[config.mk]
export PLATFORM = sky130hd
export DESIGN_NAME = reg_seq_ctrl
export DESIGN_NICKNAME = d
export VERILOG_FILES = /design/src/rtl/reg_seq_ctrl.sv
export SDC_FILE = /design/constraint.sdc
export NUM_CORES = 1
export LEC_CHECK = 0
export ABC_CLOCK_PERIOD_IN_PS = 2100
export BUFFER_PORTS_ARGS = -buffer_cell sky130_fd_sc_hd__buf_4
export CORE_MARGIN = 1
export CORE_UTILIZATION = 50
export CTS_BUF_LIST = sky130_fd_sc_hd__clkbuf_2
export CTS_CLUSTER_DIAMETER = 150
export DETAILED_ROUTE_END_ITERATION = 8
export GPL_ROUTABILITY_DRIVEN = 0
export PLACE_DENSITY = 0.87
export SYNTH_ARGS = -nofsm -noshare
export SYNTH_HDL_FRONTEND = slang
export SYNTH_SLANG_ARGS = --single-unit
[constraint.sdc]
create_clock -name clk -period 2.1 [get_ports clk]
set_input_delay 0.315 -clock clk [delete_from_list [all_inputs] [get_ports clk]]
set_output_delay 0.315 -clock clk [all_outputs]
set_load 0.02 [all_outputs]
[src/rtl/reg_seq_ctrl.sv]
// reg_seq_ctrl: sequencing FSM for the 4x8 register file.
// Accepts one 10-bit instruction at a time through valid/ready, then walks it
// through READ / EXEC / WB or READ / MEM / MWB (or a single-cycle write/error
// state). All strobes are Moore decodes of the registered state and the
// latched opcode, so nothing on the outputs depends combinationally on inputs.
module reg_seq_ctrl #(
  parameter int ALU_LAT     = 1,
  parameter int MEM_TIMEOUT = 16
) (
  input  logic       clk,
  input  logic       reset,
  input  logic       instr_valid,
  output logic       instr_ready,
  input  logic [9:0] instr,
  output logic [1:0] r1,
  output logic [1:0] r2,
  output logic [5:0] immediate,
  output logic       reg_r_en,
  output logic       reg_readx_en,
  output logic       reg_ready_en,
  output logic       y_is_imm,
  output logic       reg_w_en,
  output logic       reg_hi_en,
  output logic       reg_lo_en,
  output logic       reg_swap_en,
  output logic       reg_mem_w_en,
  output logic       alu_go,
  output logic       mem_req,
  input  logic       mem_ack,
  output logic       busy,
  output logic       done,
  output logic       err
);

  // One counter serves both the EXEC latency and the MEM timeout.
  localparam int CNT_MAX = (ALU_LAT > MEM_TIMEOUT) ? ALU_LAT : MEM_TIMEOUT;
  localparam int CW      = $clog2(CNT_MAX + 1);

  localparam logic [3:0] OP_NOP    = 4'd0;
  localparam logic [3:0] OP_ALU_RR = 4'd1;
  localparam logic [3:0] OP_ALU_RI = 4'd2;
  localparam logic [3:0] OP_SETHI  = 4'd3;
  localparam logic [3:0] OP_SETLO  = 4'd4;
  localparam logic [3:0] OP_MOV    = 4'd5;
  localparam logic [3:0] OP_LOAD   = 4'd6;

  localparam logic [3:0] S_IDLE = 4'd0;
  localparam logic [3:0] S_NOPD = 4'd1;
  localparam logic [3:0] S_HI   = 4'd2;
  localparam logic [3:0] S_LO   = 4'd3;
  localparam logic [3:0] S_MOV  = 4'd4;
  localparam logic [3:0] S_READ = 4'd5;
  localparam logic [3:0] S_EXEC = 4'd6;
  localparam logic [3:0] S_WB   = 4'd7;
  localparam logic [3:0] S_MEM  = 4'd8;
  localparam logic [3:0] S_MWB  = 4'd9;
  localparam logic [3:0] S_ERR  = 4'd10;

  logic [3:0]    r_state;
  logic [3:0]    w_next_state;
  logic [3:0]    r_op;
  logic [1:0]    r_r1;
  logic [1:0]    r_r2;
  logic [3:0]    r_imm4;
  logic [CW-1:0] r_cnt;
  logic          w_accept;

  assign w_accept = instr_valid && (r_state == S_IDLE);

  // Next-state decode: dispatch on the opcode at accept, then step the sequence.
  always_comb begin
    w_next_state = r_state;
    case (r_state)
      S_IDLE: begin
        if (w_accept) begin
          case (instr[9:6])
            OP_NOP:                       w_next_state = S_NOPD;
            OP_ALU_RR, OP_ALU_RI, OP_LOAD: w_next_state = S_READ;
            OP_SETHI:                     w_next_state = S_HI;
            OP_SETLO:                     w_next_state = S_LO;
            OP_MOV:                       w_next_state = S_MOV;
            default:                      w_next_state = S_ERR;
          endcase
        end
      end
      S_READ: w_next_state = (r_op == OP_LOAD) ? S_MEM : S_EXEC;
      S_EXEC: begin
        if (r_cnt == CW'(ALU_LAT - 1)) w_next_state = S_WB;
      end
      S_MEM: begin
        // A late ack on the final allowed cycle still wins over the timeout.
        if (mem_ack)                              w_next_state = S_MWB;
        else if (r_cnt == CW'(MEM_TIMEOUT - 1))   w_next_state = S_ERR;
      end
      default: w_next_state = S_IDLE;  // every terminal state returns to IDLE
    endcase
  end

  // State register and instruction field latches (fields change only on accept).
  always_ff @(posedge clk) begin
    if (reset) begin
      r_state <= S_IDLE;
      r_op    <= 4'd0;
      r_r1    <= 2'd0;
      r_r2    <= 2'd0;
      r_imm4  <= 4'd0;
    end else begin
      r_state <= w_next_state;
      if (w_accept) begin
        r_op   <= instr[9:6];
        r_r1   <= instr[5:4];
        r_r2   <= instr[3:2];
        r_imm4 <= instr[3:0];
      end
    end
  end

  // Cycle counter: cleared in READ so it starts at 0 on entry to EXEC or MEM.
  always_ff @(posedge clk) begin
    if (reset) begin
      r_cnt <= '0;
    end else if (r_state == S_READ) begin
      r_cnt <= '0;
    end else if ((r_state == S_EXEC) || (r_state == S_MEM)) begin
      r_cnt <= r_cnt + CW'(1);
    end
  end

  assign instr_ready  = (r_state == S_IDLE);
  assign busy         = (r_state != S_IDLE);
  assign r1           = r_r1;
  assign r2           = r_r2;
  assign immediate    = {2'b00, r_imm4};

  assign reg_r_en     = (r_state == S_READ);
  assign reg_readx_en = (r_state == S_READ) && (r_op != OP_LOAD);
  assign reg_ready_en = (r_state == S_READ) && (r_op != OP_ALU_RI);
  assign y_is_imm     = (r_state == S_READ) && (r_op == OP_ALU_RI);

  assign alu_go       = (r_state == S_EXEC) && (r_cnt == '0);
  assign mem_req      = (r_state == S_MEM);

  assign reg_w_en     = (r_state == S_WB);
  assign reg_hi_en    = (r_state == S_HI);
  assign reg_lo_en    = (r_state == S_LO);
  assign reg_swap_en  = (r_state == S_MOV);
  assign reg_mem_w_en = (r_state == S_MWB);

  assign done = (r_state == S_NOPD) || (r_state == S_HI)  || (r_state == S_LO) ||
                (r_state == S_MOV)  || (r_state == S_WB)  || (r_state == S_MWB) ||
                (r_state == S_ERR);
  assign err  = (r_state == S_ERR);

endmodule

After elaboration in Yosys (flattened, before gate mapping)

Index checks and enable logic that the tools add are counted.

Reduce and logical (&&, ||, !) cells: 19
Mux-type cells: 7
Add/sub/neg operators: 1
Equality and inequality tests: 24

Operators by type and width:

| operator                                                         | number |
|---|---|
| 4-bit by 3-bit == test with 1-bit output (second input constant) | 8 |
| 4-bit by 2-bit == test with 1-bit output (second input constant) | 5 |
| 4-bit 2-to-1 mux                                                 | 5 |
| 4-bit case mux with 5 select lines                               | 1 |
| 4-bit case mux with 4 select lines                               | 1 |
| 4-bit == test (second input constant)                            | 3 |
| 4-bit by 1-bit == test with 1-bit output (second input constant) | 2 |
| 4-bit logical NOT                                                | 2 |
| 1-bit logical OR                                                 | 7 |
| 5-bit by 1-bit adder with 5-bit output (second input constant)   | 1 |
| 5-bit by 4-bit == test with 1-bit output (second input constant) | 1 |
| 1-bit logical AND                                                | 5 |
| 5-bit logical NOT                                                | 1 |
| 2-bit by 1-bit != test with 1-bit output (second input constant) | 2 |
| 4-bit by 2-bit != test with 1-bit output (second input constant) | 1 |
| 4-bit by 3-bit != test with 1-bit output (second input constant) | 1 |
| 4-bit nonzero test                                               | 1 |
| 3-bit by 1-bit != test with 1-bit output (second input constant) | 1 |
| 3-bit AND reduction                                              | 1 |
| 3-bit OR reduction                                               | 1 |
| 2-bit OR reduction                                               | 1 |

Bits in registers: 21
Output and inout port bits: 25

Logic depth before layout (Yosys ltp)

Gate-level depths: netlist (run 1).

Depth in word-level cells: 7
Gate-level depth with buffers: 6

Least setup slack after synthesis (run 1)

OpenSTA, ideal clock, no wires.

Kind: reg-to-output
Start point: register r_state[2]
End point: output y_is_imm
Setup slack: 484 ps
Buffers on the path: 1
Arrival: 1,301 ps
Cell stages (with the launch flop): 4
Cells stage by stage: dfxtp_1 buf_2 nand4bb_1 nor3_1

Cells in the longest elaborated chain, start to end: 2

Ends and longest elaborated chain:

| what                                     | line | source |
|---|---|---|
| start, declared                          | 59   | `logic [3:0] r_state;` |
| start signal, assigned                   | 108  | `r_state <= w_next_state;` |
| 4-bit by 3-bit == test with 1-bit output | 138  | `assign y_is_imm = (r_state == S_READ) && (r_op == OP_ALU_RI);` |
| 1-bit logical AND                        | 138  |  |
| end, declared                            | 21   | `output logic y_is_imm,` |

Every way passes these cells.

Worst setup path after layout (run 1)

Start point: register r_state[3]
End point: output mem_req

Cells in the longest elaborated chain, start to end: 1

Ends and longest elaborated chain:

| what          | line | source |
|---|---|---|
| 4-bit == test | 141  | `assign mem_req = (r_state == S_MEM);` |
| end, declared | 28   | `output logic mem_req,` |

Every way passes these cells.

==> impl_table.tex, run 1 <==
\begin{tabular}{lr}
\hline
Metric & Value \\
\hline
\multicolumn{2}{l}{\textbf{Status}} \\
\quad Status & finished, final reports clean \\
\multicolumn{2}{l}{\textbf{GRT}} \\
\quad Pin count of the biggest net entering global routing & 15 \\
\quad Via count of the first global-routing pass & 984 \\
\quad Remaining global-route overflow & 0 \\
\quad Global-route wire length before repair & 4.13 mm \\
\quad Global router's overall resource usage & 0.211 \\
\quad Initial antenna violation count & 0 \\
\multicolumn{2}{l}{\textbf{Worst setup path}} \\
\quad Data arrival at the endpoint of the critical path & 1.67 ns \\
\quad Element type at the critical path end & output pin \\
\quad Nature of the critical path startpoint & register \\
\quad CP required & 1.78 ns \\
\quad Crit-path max FO & 12 \\
\quad Kind of critical path & register to output pin \\
\multicolumn{2}{l}{\textbf{Detailed routing}} \\
\quad Number of remaining DRC errors & 0 \\
\quad Antenna-violating nets left & 0 \\
\quad Final routed wire length divided by cell count & 12.5 um \\
\quad Wire length on met1 & 1.13 mm \\
\quad DR iter-0 viols & 32 \\
\quad Routed via count divided by cell count & 5.49 \\
\quad Number of search-and-repair iterations in the first detailed-routing pass & 4 \\
\quad Routed wl met3 & 136 um \\
\quad Uppermost metal layer occupied by signal nets & met4 \\
\quad Detailed-routed wire length on met2 & 1.22 mm \\
\quad Total number of vias & 1,098 \\
\quad Total length of routed wires & 2.49 mm \\
\multicolumn{2}{l}{\textbf{Power and ir drop}} \\
\quad Power density over cell area & 686 nW/um\^{}2 \\
\quad Maximum vdd drop & 521 uV \\
\quad Lkg Pwr & 0.609 nW \\
\multicolumn{2}{l}{\textbf{STA}} \\
\quad Share of the clock period used by the worst path after layout & 0.944 \\
\quad Fmax achieved & 504 MHz \\
\quad Unrepaired setup endpoints after global routing & no \\
\quad Setup-violating endpoint count in the final report & 0 \\
\quad Number of max-slew violations in the final report & 0 \\
\quad Final critical path time including I/O delays and setup & 1.98 ns \\
\quad Max Clock Skew & 0.0170 ns \\
\quad Total negative setup slack & 0 ns \\
\quad Fin. Hold Viols & 0 \\
\multicolumn{2}{l}{\textbf{Place}} \\
\quad Placed Cells & 196 \\
\quad Input/output buffers & 36 \\
\quad DP Wirelength & 1.91 mm \\
\multicolumn{2}{l}{\textbf{Clock tree}} \\
\quad Total CTS buffers & 3 \\
\quad CTS Root Buffer Type & sky130\_fd\_sc\_hd\_\_clkbuf\_2 \\
\quad Number of levels the H-tree was split into & 1 \\
\quad Clock slew seen by the registers of the worst setup and hold paths & 0.20 ns \\
\quad Quantity of hold-fixing buffers added after cts & 0 \\
\quad Clock Latency Late Sink & 0.31 ns \\
\quad Clock sinks & 19 \\
\quad Clock tree from TritonCTS & done \\
\quad Maximum root-to-sink buffer count & 2 \\
\multicolumn{2}{l}{\textbf{Synth}} \\
\quad Warnings, synthesis & 0 \\
\quad Synth top area share & 0.340 \\
\quad Synth Instances & 143 \\
\quad Count of distinct cell types in the synthesized netlist & 38 \\
\quad Cell type with the highest aggregate area in the netlist & sky130\_fd\_sc\_hd\_\_dfxtp\_1 \\
\quad Count of flip-flops with a built-in enable after synthesis & 0 \\
\quad Portion of the post-synthesis area used by sequential elements & 0.340 \\
\quad Asr flop ratio synth & 0 \\
\quad Avg Cell Area, Syn & 7.82 um\^{}2 \\
\quad Synthesis-stage register bit count & 19 \\
\quad Area of the mapped netlist & 1120 um\^{}2 \\
\quad Most common flop cell mapped by yosys & sky130\_fd\_sc\_hd\_\_dfxtp\_1 \\
\quad Most area-consuming cells after synthesis & sky130\_fd\_sc\_hd\_\_dfxtp\_1, sky130\_fd\_sc\_hd\_\_a21oi\_1, sky130\_fd\_sc\_hd\_\_nand2\_1, sky130\_fd\_sc\_hd\_\_nor2\_1, sky130\_fd\_sc\_hd\_\_nand3\_1 \\
\multicolumn{2}{l}{\textbf{Flow run}} \\
\quad Maxcap violations & 0 \\
\multicolumn{2}{l}{\textbf{Die}} \\
\quad Chip Height & 49.3 um \\
\quad CORE AREA & 2040 um\^{}2 \\
\quad Ports placed on the boundary & 39 \\
\quad Row count & 16 \\
\quad Floorplan die area & 2430 um\^{}2 \\
\quad Die X-Extent & 49.3 um \\
\quad Initial cell density of the core & 0.548 \\
\multicolumn{2}{l}{\textbf{Cells and area}} \\
\quad Layout net count & 191 \\
\quad Growth of design area from synthesis to finish & 22.5\% \\
\quad Number of standard cells in the final layout excluding fillers & 200 \\
\quad Antenna diode count & 0 \\
\quad Ratio of cells with drive above 1 in the final layout & 0.312 \\
\multicolumn{2}{l}{\textbf{Worst hold path}} \\
\quad Tightest Hold Check Type & input pin to register \\
\hline
\end{tabular}
==> sequential cells by signal (all words and copies together), names as in the netlist <==
register,count
r2,2
r_state,4
r1,2
r_op,4
r_cnt,5
r_imm4,2
==> what timing repair did <==
action	in CTS	in global routing
setup endpoints to repair	0	2
gates resized for setup	0	2
setup buffers	0	0
==> cell families after synthesis <==
kind of cell | after synthesis | share of synthesized area
simple gates | 66 | 0.320
compound gates | 31 | 0.173
buf+inv | 19 | 0.0984
flops | 19 | 0.340
xor+xnor | 4 | 0.0313
fa+ha+maj | 3 | 0.0336
other cells | 1 | 0.00335
==> power breakdown <==
part	total (W)	switching, W	internal, W	leakage (nW)
Clock	0.000160	0.000117	0.0000432	0.0164
Combinational	0.000346	0.000197	0.000149	0.437
Sequential	0.000434	0.0000390	0.000395	0.156
Total	0.000940	0.000353	0.000587	0.609
==> through the flow <==
stage / setup WS, ns / instance area (um^2) / hold WS [ns] / util / total power, W
after floorplan: 0.484 / 1120 / 0.384 / - / 0.000687
after global placement: 0.403 / 1350 / 0.447 / 0.659 / 0.000770
after detailed placement: 0.286 / 1350 / 0.454 / 0.659 / 0.000784
after CTS: 0.0341 / 1370 / 0.240 / 0.669 / 0.000937
after global routing: 0.0386 / 1370 / 0.252 / 0.671 / 0.000992
final: 0.117 / 1370 / 0.236 / 0.671 / 0.000940
==> cell usage after synthesis, drive strengths merged, types with 3 or more instances <==
| library cell | instances |
|---|---|
| a211oi | 3 |
| a21oi | 18 |
| buf | 7 |
| clkbuf | 4 |
| dfxtp | 19 |
| ha | 3 |
| inv | 8 |
| nand2 | 17 |
| nand2b | 4 |
| nand3 | 11 |
| nor2 | 16 |
| nor3 | 6 |
| o21ai | 5 |
==> final timing paths <==
check	slack, ns	cells past startpoint	endpoint	startpoint
setup / recovery	0.12	3	mem_req	r_state[3]$_SDFFE_PP0P_
hold / removal	0.24	3	r_imm4[0]$_SDFFE_PP0P_	instr[0]
setup reg to reg	0.38	5	r_op[1]$_SDFFE_PP0P_	r_state[3]$_SDFFE_PP0P_
hold reg to reg	0.47	2	r_imm4[0]$_SDFFE_PP0P_	r_imm4[0]$_SDFFE_PP0P_
==> cells in the final DEF (no fill, tap or decap), drive strengths merged, types with 2 or more instances in the layout <==
master | Yosys | final
nand2b | 4 | 4
xnor2 | 2 | 2
inv | 8 | 8
o21ai | 5 | 5
nand4bb | 2 | 2
and4bb | 2 | 2
nand3 | 11 | 11
conb | 1 | 2
and3 | 2 | 2
nand2 | 17 | 17
clkbuf | 4 | 3
a211oi | 3 | 3
a221oi | 2 | 2
buf | 7 | 36
dfxtp | 19 | 19
nor3 | 6 | 6
xor2 | 2 | 2
ha | 3 | 3
nor2 | 16 | 16
a21oi | 18 | 18
==> worst max-delay path, stage by stage (launching register included) <==
cell	delay, ns
sky130_fd_sc_hd__dfxtp_1	0.55
sky130_fd_sc_hd__or4b_4	0.55
sky130_fd_sc_hd__inv_2	0.11
sky130_fd_sc_hd__buf_4	0.14
==> cell type report <==
cell class,count,area [um^2]
fill,177,672
multi-input combinational,106,632
sequential,19,382
timing repair buffer,36,270
tap,27,33.8
inverter,8,32.5
clock buffer,3,15.0
clock inverter,1,5.00
==> metal layers <==
layer  vias to the layer above  global-route usage
met5                         -                   0
li1                        554                   -
met1                       504               0.279
met3                         2              0.0218
met4                         0              0.0392
met2                        38               0.368
Power figures use the tool's default switching activity.
==> inputs of run 2 (changes only) <==
--- a/config.mk
+++ b/config.mk
@@ -9,11 +9,12 @@
 export BUFFER_PORTS_ARGS = -buffer_cell sky130_fd_sc_hd__buf_4
 export CORE_MARGIN = 1
 export CORE_UTILIZATION = 50
-export CTS_BUF_LIST = sky130_fd_sc_hd__clkbuf_2
+export CTS_BUF_LIST = sky130_fd_sc_hd__clkbuf_8
 export CTS_CLUSTER_DIAMETER = 150
 export DETAILED_ROUTE_END_ITERATION = 8
 export GPL_ROUTABILITY_DRIVEN = 0
 export PLACE_DENSITY = 0.87
+export SETUP_SLACK_MARGIN = 0.2
 export SYNTH_ARGS = -nofsm -noshare
 export SYNTH_HDL_FRONTEND = slang
 export SYNTH_SLANG_ARGS = --single-unit
==> run 2 against run 1 <==
  * First-iteration DRC count decreased by 16%
  * Final cell count unchanged
  * Design area grew 2.6%
  * Flip-flop and latch count unchanged
  * Clock skew is 0.011 ns lower
  * Combinational power is 2% higher
  * Clock power up 57%
  * Global-route usage increased by 1.4 points
  * Critical path type unchanged
  * Critical endpoint is now instr_ready
==> impl_table.tex, run 2 (synthesis gave the netlist of run 1 again) <==
\begin{tabular}{lr}
\hline
Metric & Value \\
\hline
\multicolumn{2}{l}{\textbf{Power and ir drop}} \\
\quad Lkg Pwr & 0.619 nW (+1.8\%) \\
\quad Maximum vdd drop & 565 uV (+8.3\%) \\
\quad Post-layout power & 0.00104 W (+11\%) \\
\quad Power density over cell area & 740 nW/um\^{}2 (+7.9\%) \\
\multicolumn{2}{l}{\textbf{Cells and area}} \\
\quad Most common cell after layout, fill and taps aside & sky130\_fd\_sc\_hd\_\_buf\_4 \\
\quad Register Area & 384 um\^{}2 (+0.66\%) \\
\quad Ratio of cells with drive above 1 in the final layout & 0.329 (+0.0173) \\
\quad Layout net count & 191 (unchanged) \\
\quad Growth of design area from synthesis to finish & 25.7\% \\
\quad Number of fill cells & 172 (-2.8\%) \\
\quad Biggest regs & r\_cnt (5), r\_op (4), r\_state (4) \\
\quad Number of standard cells in the final layout excluding fillers & 200 (unchanged) \\
\quad Commonest cells after routing, fill and taps aside & sky130\_fd\_sc\_hd\_\_buf\_4, sky130\_fd\_sc\_hd\_\_nand2\_1, sky130\_fd\_sc\_hd\_\_a21oi\_1 \\
\quad Largest Register & r\_cnt \\
\quad Multi-input combinational cell area & 637 um\^{}2 (+0.79\%) \\
\quad Number of flip-flops under the largest register name & 5 (unchanged) \\
\quad Antenna diode count & 0 (unchanged) \\
\quad Final Cell Area & 1410 um\^{}2 (+2.6\%) \\
\multicolumn{2}{l}{\textbf{Detailed routing}} \\
\quad Routed wl met3 & 131 um (-3.7\%) \\
\quad Antenna-violating nets left & 0 (unchanged) \\
\quad Total length of routed wires & 2.59 mm (+4.0\%) \\
\quad Wire length on met1 & 1.15 mm (+2.0\%) \\
\quad Number of remaining DRC errors & 0 (unchanged) \\
\quad Uppermost metal layer occupied by signal nets & met3 \\
\quad DR iter-0 viols & 27 (-16\%) \\
\quad Final routed wire length divided by cell count & 13.0 um (+4.0\%) \\
\quad Routed via count divided by cell count & 5.49 (about the same) \\
\quad Total number of vias & 1,097 (-0.091\%) \\
\quad Detailed-routed wire length on met2 & 1.31 mm (+7.4\%) \\
\quad Number of search-and-repair iterations in the first detailed-routing pass & 5 (+1) \\
\multicolumn{2}{l}{\textbf{Place}} \\
\quad DP Wirelength & 1.91 mm (unchanged) \\
\quad Input/output buffers & 36 (unchanged) \\
\quad Placed Cells & 196 (unchanged) \\
\quad Placed standard-cell area & 1350 um\^{}2 (unchanged) \\
\multicolumn{2}{l}{\textbf{Clock tree}} \\
\quad CTS Root Buffer Type & sky130\_fd\_sc\_hd\_\_clkbuf\_8 \\
\quad Clock tree from TritonCTS & done \\
\quad Post-CTS repair timing setup buffer count & 0 (unchanged) \\
\quad Total CTS buffers & 3 (unchanged) \\
\quad Number of levels the H-tree was split into & 1 (unchanged) \\
\quad Clock sinks & 19 (unchanged) \\
\quad Maximum root-to-sink buffer count & 2 (unchanged) \\
\quad Quantity of hold-fixing buffers added after cts & 0 (unchanged) \\
\quad Clock slew seen by the registers of the worst setup and hold paths & 0.07 ns (-0.13 ns) \\
\quad Clock Latency Late Sink & 0.26 ns (-0.05 ns) \\
\multicolumn{2}{l}{\textbf{Worst hold path}} \\
\quad Count of cells along the worst hold path & 3 (unchanged) \\
\quad Tightest Hold Check Type & input pin to register \\
\multicolumn{2}{l}{\textbf{Worst setup path}} \\
\quad Crit-path max FO & 13 (+1) \\
\quad CP required & 1.78 ns (about the same) \\
\quad Element type at the critical path end & output pin \\
\quad Nature of the critical path startpoint & register \\
\quad Kind of critical path & register to output pin \\
\quad Data arrival at the endpoint of the critical path & 1.53 ns (-0.14 ns) \\
\quad R2R depth & 5 (unchanged) \\
\multicolumn{2}{l}{\textbf{STA}} \\
\quad Max Clock Skew & 0.00555 ns (-0.0114 ns) \\
\quad Fin. Hold Viols & 0 (unchanged) \\
\quad Share of the clock period used by the worst path after layout & 0.881 (-0.0637) \\
\quad Total negative setup slack & 0 ns (unchanged) \\
\quad Number of max-slew violations in the final report & 0 (unchanged) \\
\quad Unrepaired setup endpoints after global routing & no \\
\quad Final critical path time including I/O delays and setup & 1.85 ns (-0.134 ns) \\
\quad Worst hold slack across all endpoints & 0.317 ns (+0.0815 ns) \\
\quad Fmax achieved & 541 MHz (+7.2\%) \\
\quad Setup-violating endpoint count in the final report & 0 (unchanged) \\
\multicolumn{2}{l}{\textbf{Die}} \\
\quad Row count & 16 (unchanged) \\
\quad Ports placed on the boundary & 39 (unchanged) \\
\quad Initial cell density of the core & 0.548 (unchanged) \\
\quad CORE AREA & 2040 um\^{}2 (unchanged) \\
\quad Die X-Extent & 49.3 um (unchanged) \\
\quad Chip Height & 49.3 um (unchanged) \\
\quad Floorplan die area & 2430 um\^{}2 (unchanged) \\
\multicolumn{2}{l}{\textbf{GRT}} \\
\quad Via count of the first global-routing pass & 1,020 (+3.7\%) \\
\quad Initial antenna violation count & 0 (unchanged) \\
\quad Global-route wire length before repair & 4.33 mm (+4.7\%) \\
\quad Pin count of the biggest net entering global routing & 15 (unchanged) \\
\quad Global router's overall resource usage & 0.225 (+0.0144) \\
\quad Remaining global-route overflow & 0 (unchanged) \\
\multicolumn{2}{l}{\textbf{Flow run}} \\
\quad Maxcap violations & 0 (unchanged) \\
\multicolumn{2}{l}{\textbf{Status}} \\
\quad Status & finished, final reports clean \\
\hline
\end{tabular}
[run 2: cell count changes in the layout (fill, tap and decap cells not counted)]
cell and change:
sky130_fd_sc_hd__clkbuf_2 -3, sky130_fd_sc_hd__clkbuf_8 +3, sky130_fd_sc_hd__dfxtp_1 -2, sky130_fd_sc_hd__dfxtp_2 +2, sky130_fd_sc_hd__inv_4 -1, sky130_fd_sc_hd__inv_6 +1
sky130_fd_sc_hd__nand4bb_1 -1, sky130_fd_sc_hd__nand4bb_2 +1
[run 2: per-stage QoR]
step	util	setup WS [ns]
global placement	0.659	0.403
global route	0.689	0.201
detailed placement	0.659	0.286
floorplan	-	0.484
CTS	0.684	0.200
finish	0.689	0.250
[run 2: critical path: stages (launching register included)]
cell                      delay (ns)
sky130_fd_sc_hd__dfxtp_2        0.39
sky130_fd_sc_hd__or4_4          0.62
sky130_fd_sc_hd__inv_6          0.13
sky130_fd_sc_hd__buf_4          0.15
[run 2: metal layers]
metal / vias up / track usage
li1: 551 / -
met1: 505 / 0.291
met2: 41 / 0.393
met3: 0 / 0.0312
met4: 0 / 0.0490
met5: - / 0
[run 2: final timing paths]
kind,startpoint,to,slack [ns]
hold / removal,instr[5],r1[1]$_SDFFE_PP0P_,0.32
setup reg to reg,r_state[2]$_SDFFE_PP0P_,r_op[1]$_SDFFE_PP0P_,0.42
hold reg to reg,r_imm4[1]$_SDFFE_PP0P_,r_imm4[1]$_SDFFE_PP0P_,0.47
setup / recovery,r_state[2]$_SDFFE_PP0P_,instr_ready,0.25
[run 2: what timing repair did]
item,in CTS,in global routing
endpoints found under the hold margin,0,0
resized for setup,2,4
endpoints found under the setup margin,1,3
[run 2: area by class of cell]
cell class / count / area share
tap: 27 / 0.0240
sequential: 19 / 0.273
clock inverter: 1 / 0.00356
clock buffer: 3 / 0.0294
multi-input combinational: 106 / 0.453
timing repair buffer: 36 / 0.192
inverter: 8 / 0.0249
[run 2: where the power goes]
group | leakage, nW | total (W) | internal, W | switching [W]
sequential | 0.157 | 0.000436 | 0.000396 | 0.0000398
combinational | 0.437 | 0.000354 | 0.000151 | 0.000203
clock | 0.0255 | 0.000252 | 0.000132 | 0.000120
total | 0.619 | 0.00104 | 0.000678 | 0.000363
==> inputs of run 3 (changes only) <==
--- a/config.mk
+++ b/config.mk
@@ -5,7 +5,7 @@
 export SDC_FILE = /design/constraint.sdc
 export NUM_CORES = 1
 export LEC_CHECK = 0
-export ABC_CLOCK_PERIOD_IN_PS = 2100
+export ABC_CLOCK_PERIOD_IN_PS = 2300
 export BUFFER_PORTS_ARGS = -buffer_cell sky130_fd_sc_hd__buf_4
 export CORE_MARGIN = 1
 export CORE_UTILIZATION = 50
==> constraint.sdc (replaced) <==
create_clock -name clk -period 2.3 [get_ports clk]
set_input_delay 0.345 -clock clk [delete_from_list [all_inputs] [get_ports clk]]
set_output_delay 0.345 -clock clk [all_outputs]
set_load 0.02 [all_outputs]
==> run 3 against run 2 <==
  * Global-route usage increased by 0.21 points
  * Sequential power fell by 8.7%
  * Wire length is 0.35% higher
  * Critical path type unchanged
  * Highest routed layer is now met4
==> impl_table.tex, run 3 (synthesis gave the netlist of run 1 again) <==
\begin{tabular}{lr}
\hline
Metric & Value \\
\hline
\multicolumn{2}{l}{\textbf{Power and ir drop}} \\
\quad Post-layout power & 0.000936 W (-10\%) \\
\quad Power density over cell area & 673 nW/um\^{}2 (-9.2\%) \\
\quad Lkg Pwr & 0.618 nW (-0.21\%) \\
\quad Maximum vdd drop & 464 uV (-18\%) \\
\multicolumn{2}{l}{\textbf{Detailed routing}} \\
\quad Routed via count divided by cell count & 5.46 (-0.55\%) \\
\quad Number of remaining DRC errors & 0 (unchanged) \\
\quad Antenna-violating nets left & 0 (unchanged) \\
\quad Total length of routed wires & 2.60 mm (+0.35\%) \\
\quad Number of search-and-repair iterations in the first detailed-routing pass & 4 (-1) \\
\quad Total number of vias & 1,091 (-0.55\%) \\
\quad Final routed wire length divided by cell count & 13.0 um (+0.35\%) \\
\quad DR iter-0 viols & 33 (+22\%) \\
\multicolumn{2}{l}{\textbf{Cells and area}} \\
\quad Commonest cells after routing, fill and taps aside & sky130\_fd\_sc\_hd\_\_buf\_4, sky130\_fd\_sc\_hd\_\_dfxtp\_1, sky130\_fd\_sc\_hd\_\_nand2\_1, sky130\_fd\_sc\_hd\_\_a21oi\_1, sky130\_fd\_sc\_hd\_\_nor2\_1 \\
\quad Util after Layout & 0.681 (-0.00735) \\
\quad Growth of design area from synthesis to finish & 24.4\% \\
\quad Antenna diode count & 0 (unchanged) \\
\quad Number of flip-flops under the largest register name & 5 (unchanged) \\
\quad Biggest regs & r\_cnt (5), r\_op (4), r\_state (4) \\
\quad Most common cell after layout, fill and taps aside & sky130\_fd\_sc\_hd\_\_buf\_4 \\
\quad Largest Register & r\_cnt \\
\quad Ratio of cells with drive above 1 in the final layout & 0.301 (-0.0289) \\
\quad Layout net count & 191 (unchanged) \\
\quad Number of fill cells & 177 (+2.9\%) \\
\multicolumn{2}{l}{\textbf{Clock tree}} \\
\quad Post-CTS repair timing setup buffer count & 0 (unchanged) \\
\quad Clock Latency Late Sink & 0.25 ns (about the same) \\
\quad Quantity of hold-fixing buffers added after cts & 0 (unchanged) \\
\quad Number of levels the H-tree was split into & 1 (unchanged) \\
\quad CTS Root Buffer Type & sky130\_fd\_sc\_hd\_\_clkbuf\_8 \\
\quad Clock sinks & 19 (unchanged) \\
\quad Clock tree from TritonCTS & done \\
\quad Total CTS buffers & 3 (unchanged) \\
\quad Maximum root-to-sink buffer count & 2 (unchanged) \\
\quad Clock slew seen by the registers of the worst setup and hold paths & 0.07 ns (about the same) \\
\quad Number of resized instances in the post-cts repair step & 0 (-2) \\
\multicolumn{2}{l}{\textbf{STA}} \\
\quad Max Clock Skew & 0.00348 ns (-0.00207 ns) \\
\quad Fmax achieved & 497 MHz \\
\quad Total negative setup slack & 0 ns (unchanged) \\
\quad Final critical path time including I/O delays and setup & 2.01 ns \\
\quad Fin. Hold Viols & 0 (unchanged) \\
\quad Number of max-slew violations in the final report & 0 (unchanged) \\
\quad Setup-violating endpoint count in the final report & 0 (unchanged) \\
\quad Unrepaired setup endpoints after global routing & no \\
\quad Share of the clock period used by the worst path after layout & 0.875 \\
\quad Worst hold slack across all endpoints & 0.353 ns (+0.0356 ns) \\
\multicolumn{2}{l}{\textbf{Worst setup path}} \\
\quad Data arrival at the endpoint of the critical path & 1.67 ns (+0.14 ns) \\
\quad Kind of critical path & register to output pin \\
\quad Crit-path max FO & 13 (unchanged) \\
\quad Nature of the critical path startpoint & register \\
\quad Worst-path cell with the longest stage delay & sky130\_fd\_sc\_hd\_\_or4\_4 \\
\quad CP required & 1.96 ns (+0.18 ns) \\
\quad Crit-path cells & or4\_4, inv\_2, buf\_4 \\
\quad Setup slack of the worst register-to-register path & 0.49 ns (+0.07 ns) \\
\quad Element type at the critical path end & output pin \\
\quad Count of buffering cells on the critical path with inverters included & 2 (unchanged) \\
\quad Cell family with the largest share of critical-path delay & simple AND/OR/NAND/NOR gates \\
\quad Largest stage delay on the critical path & 0.62 ns (about the same) \\
\multicolumn{2}{l}{\textbf{Die}} \\
\quad Chip Height & 49.3 um (unchanged) \\
\quad Floorplan die area & 2430 um\^{}2 (unchanged) \\
\quad Row count & 16 (unchanged) \\
\quad Initial cell density of the core & 0.548 (unchanged) \\
\quad Die X-Extent & 49.3 um (unchanged) \\
\quad CORE AREA & 2040 um\^{}2 (unchanged) \\
\quad Ports placed on the boundary & 39 (unchanged) \\
\multicolumn{2}{l}{\textbf{Place}} \\
\quad DP Wirelength & 1.98 mm (+3.8\%) \\
\quad Input/output buffers & 36 (unchanged) \\
\multicolumn{2}{l}{\textbf{GRT}} \\
\quad Global router's overall resource usage & 0.227 (+0.00211) \\
\quad Remaining global-route overflow & 0 (unchanged) \\
\quad Pin count of the biggest net entering global routing & 15 (unchanged) \\
\quad Initial antenna violation count & 0 (unchanged) \\
\quad Global-route wire length before repair & 4.36 mm (+0.79\%) \\
\quad Via count of the first global-routing pass & 1,006 (-1.4\%) \\
\multicolumn{2}{l}{\textbf{Worst hold path}} \\
\quad Tightest Hold Check Type & input pin to register \\
\multicolumn{2}{l}{\textbf{Flow run}} \\
\quad Maxcap violations & 0 (unchanged) \\
\multicolumn{2}{l}{\textbf{Status}} \\
\quad Status & finished, final reports clean \\
\hline
\end{tabular}
run 3: power by group:
part | total (W) | leakage [nW] | switching, W | internal (W)
Clock | 0.000224 | 0.0269 | 0.000106 | 0.000118
Sequential | 0.000398 | 0.155 | 0.0000380 | 0.000360
Combinational | 0.000314 | 0.436 | 0.000179 | 0.000134
run 3: path summary, 6_finish.rpt:
path | start | to | cells after the start
min reg2reg | r_imm4[0]$_SDFFE_PP0P_ | r_imm4[0]$_SDFFE_PP0P_ | 2
max | r_state[2]$_SDFFE_PP0P_ | instr_ready | 3
max reg2reg | r_state[2]$_SDFFE_PP0P_ | r1[1]$_SDFFE_PP0P_ | 5
min | instr[2] | r2[0]$_SDFFE_PP0P_ | 3
run 3: area by class of cell:
cell class                      count  area (um^2)  area share
Inverter                            8         30.0      0.0216
Sequential cell                    19          380       0.273
Clock inverter                      1         3.75     0.00270
Timing Repair Buffer               36          270       0.194
Clock buffer                        3         41.3      0.0297
Tap cell                           27         33.8      0.0243
Multi-Input combinational cell    106          632       0.454
run 3: metrics by stage:
stage | cells | setup WS, ns | cell area [um^2]
after detailed placement | 196 | 0.530 | 1350
after global placement | 196 | 0.596 | 1350
after global routing | 200 | 0.207 | 1390
final | 200 | 0.287 | 1390
after floorplan | 144 | 0.654 | 1120
after CTS | 200 | 0.292 | 1390
run 3: worst reg2reg max path: stages, from the launching register on:
cell,delay (ns)
sky130_fd_sc_hd__dfxtp_1,0.42
sky130_fd_sc_hd__or4_4,0.62
sky130_fd_sc_hd__inv_2,0.20
sky130_fd_sc_hd__nand2_1,0.25
sky130_fd_sc_hd__nand2_1,0.14
sky130_fd_sc_hd__a21oi_1,0.08
run 3: routing by layer:
layer	global-route usage	up-vias	wire length, um
li1	-	548	-
met1	0.274	497	1140
met2	0.420	42	1300
met3	0.0343	4	146
met4	0.0441	0	19
met5	0	-	0
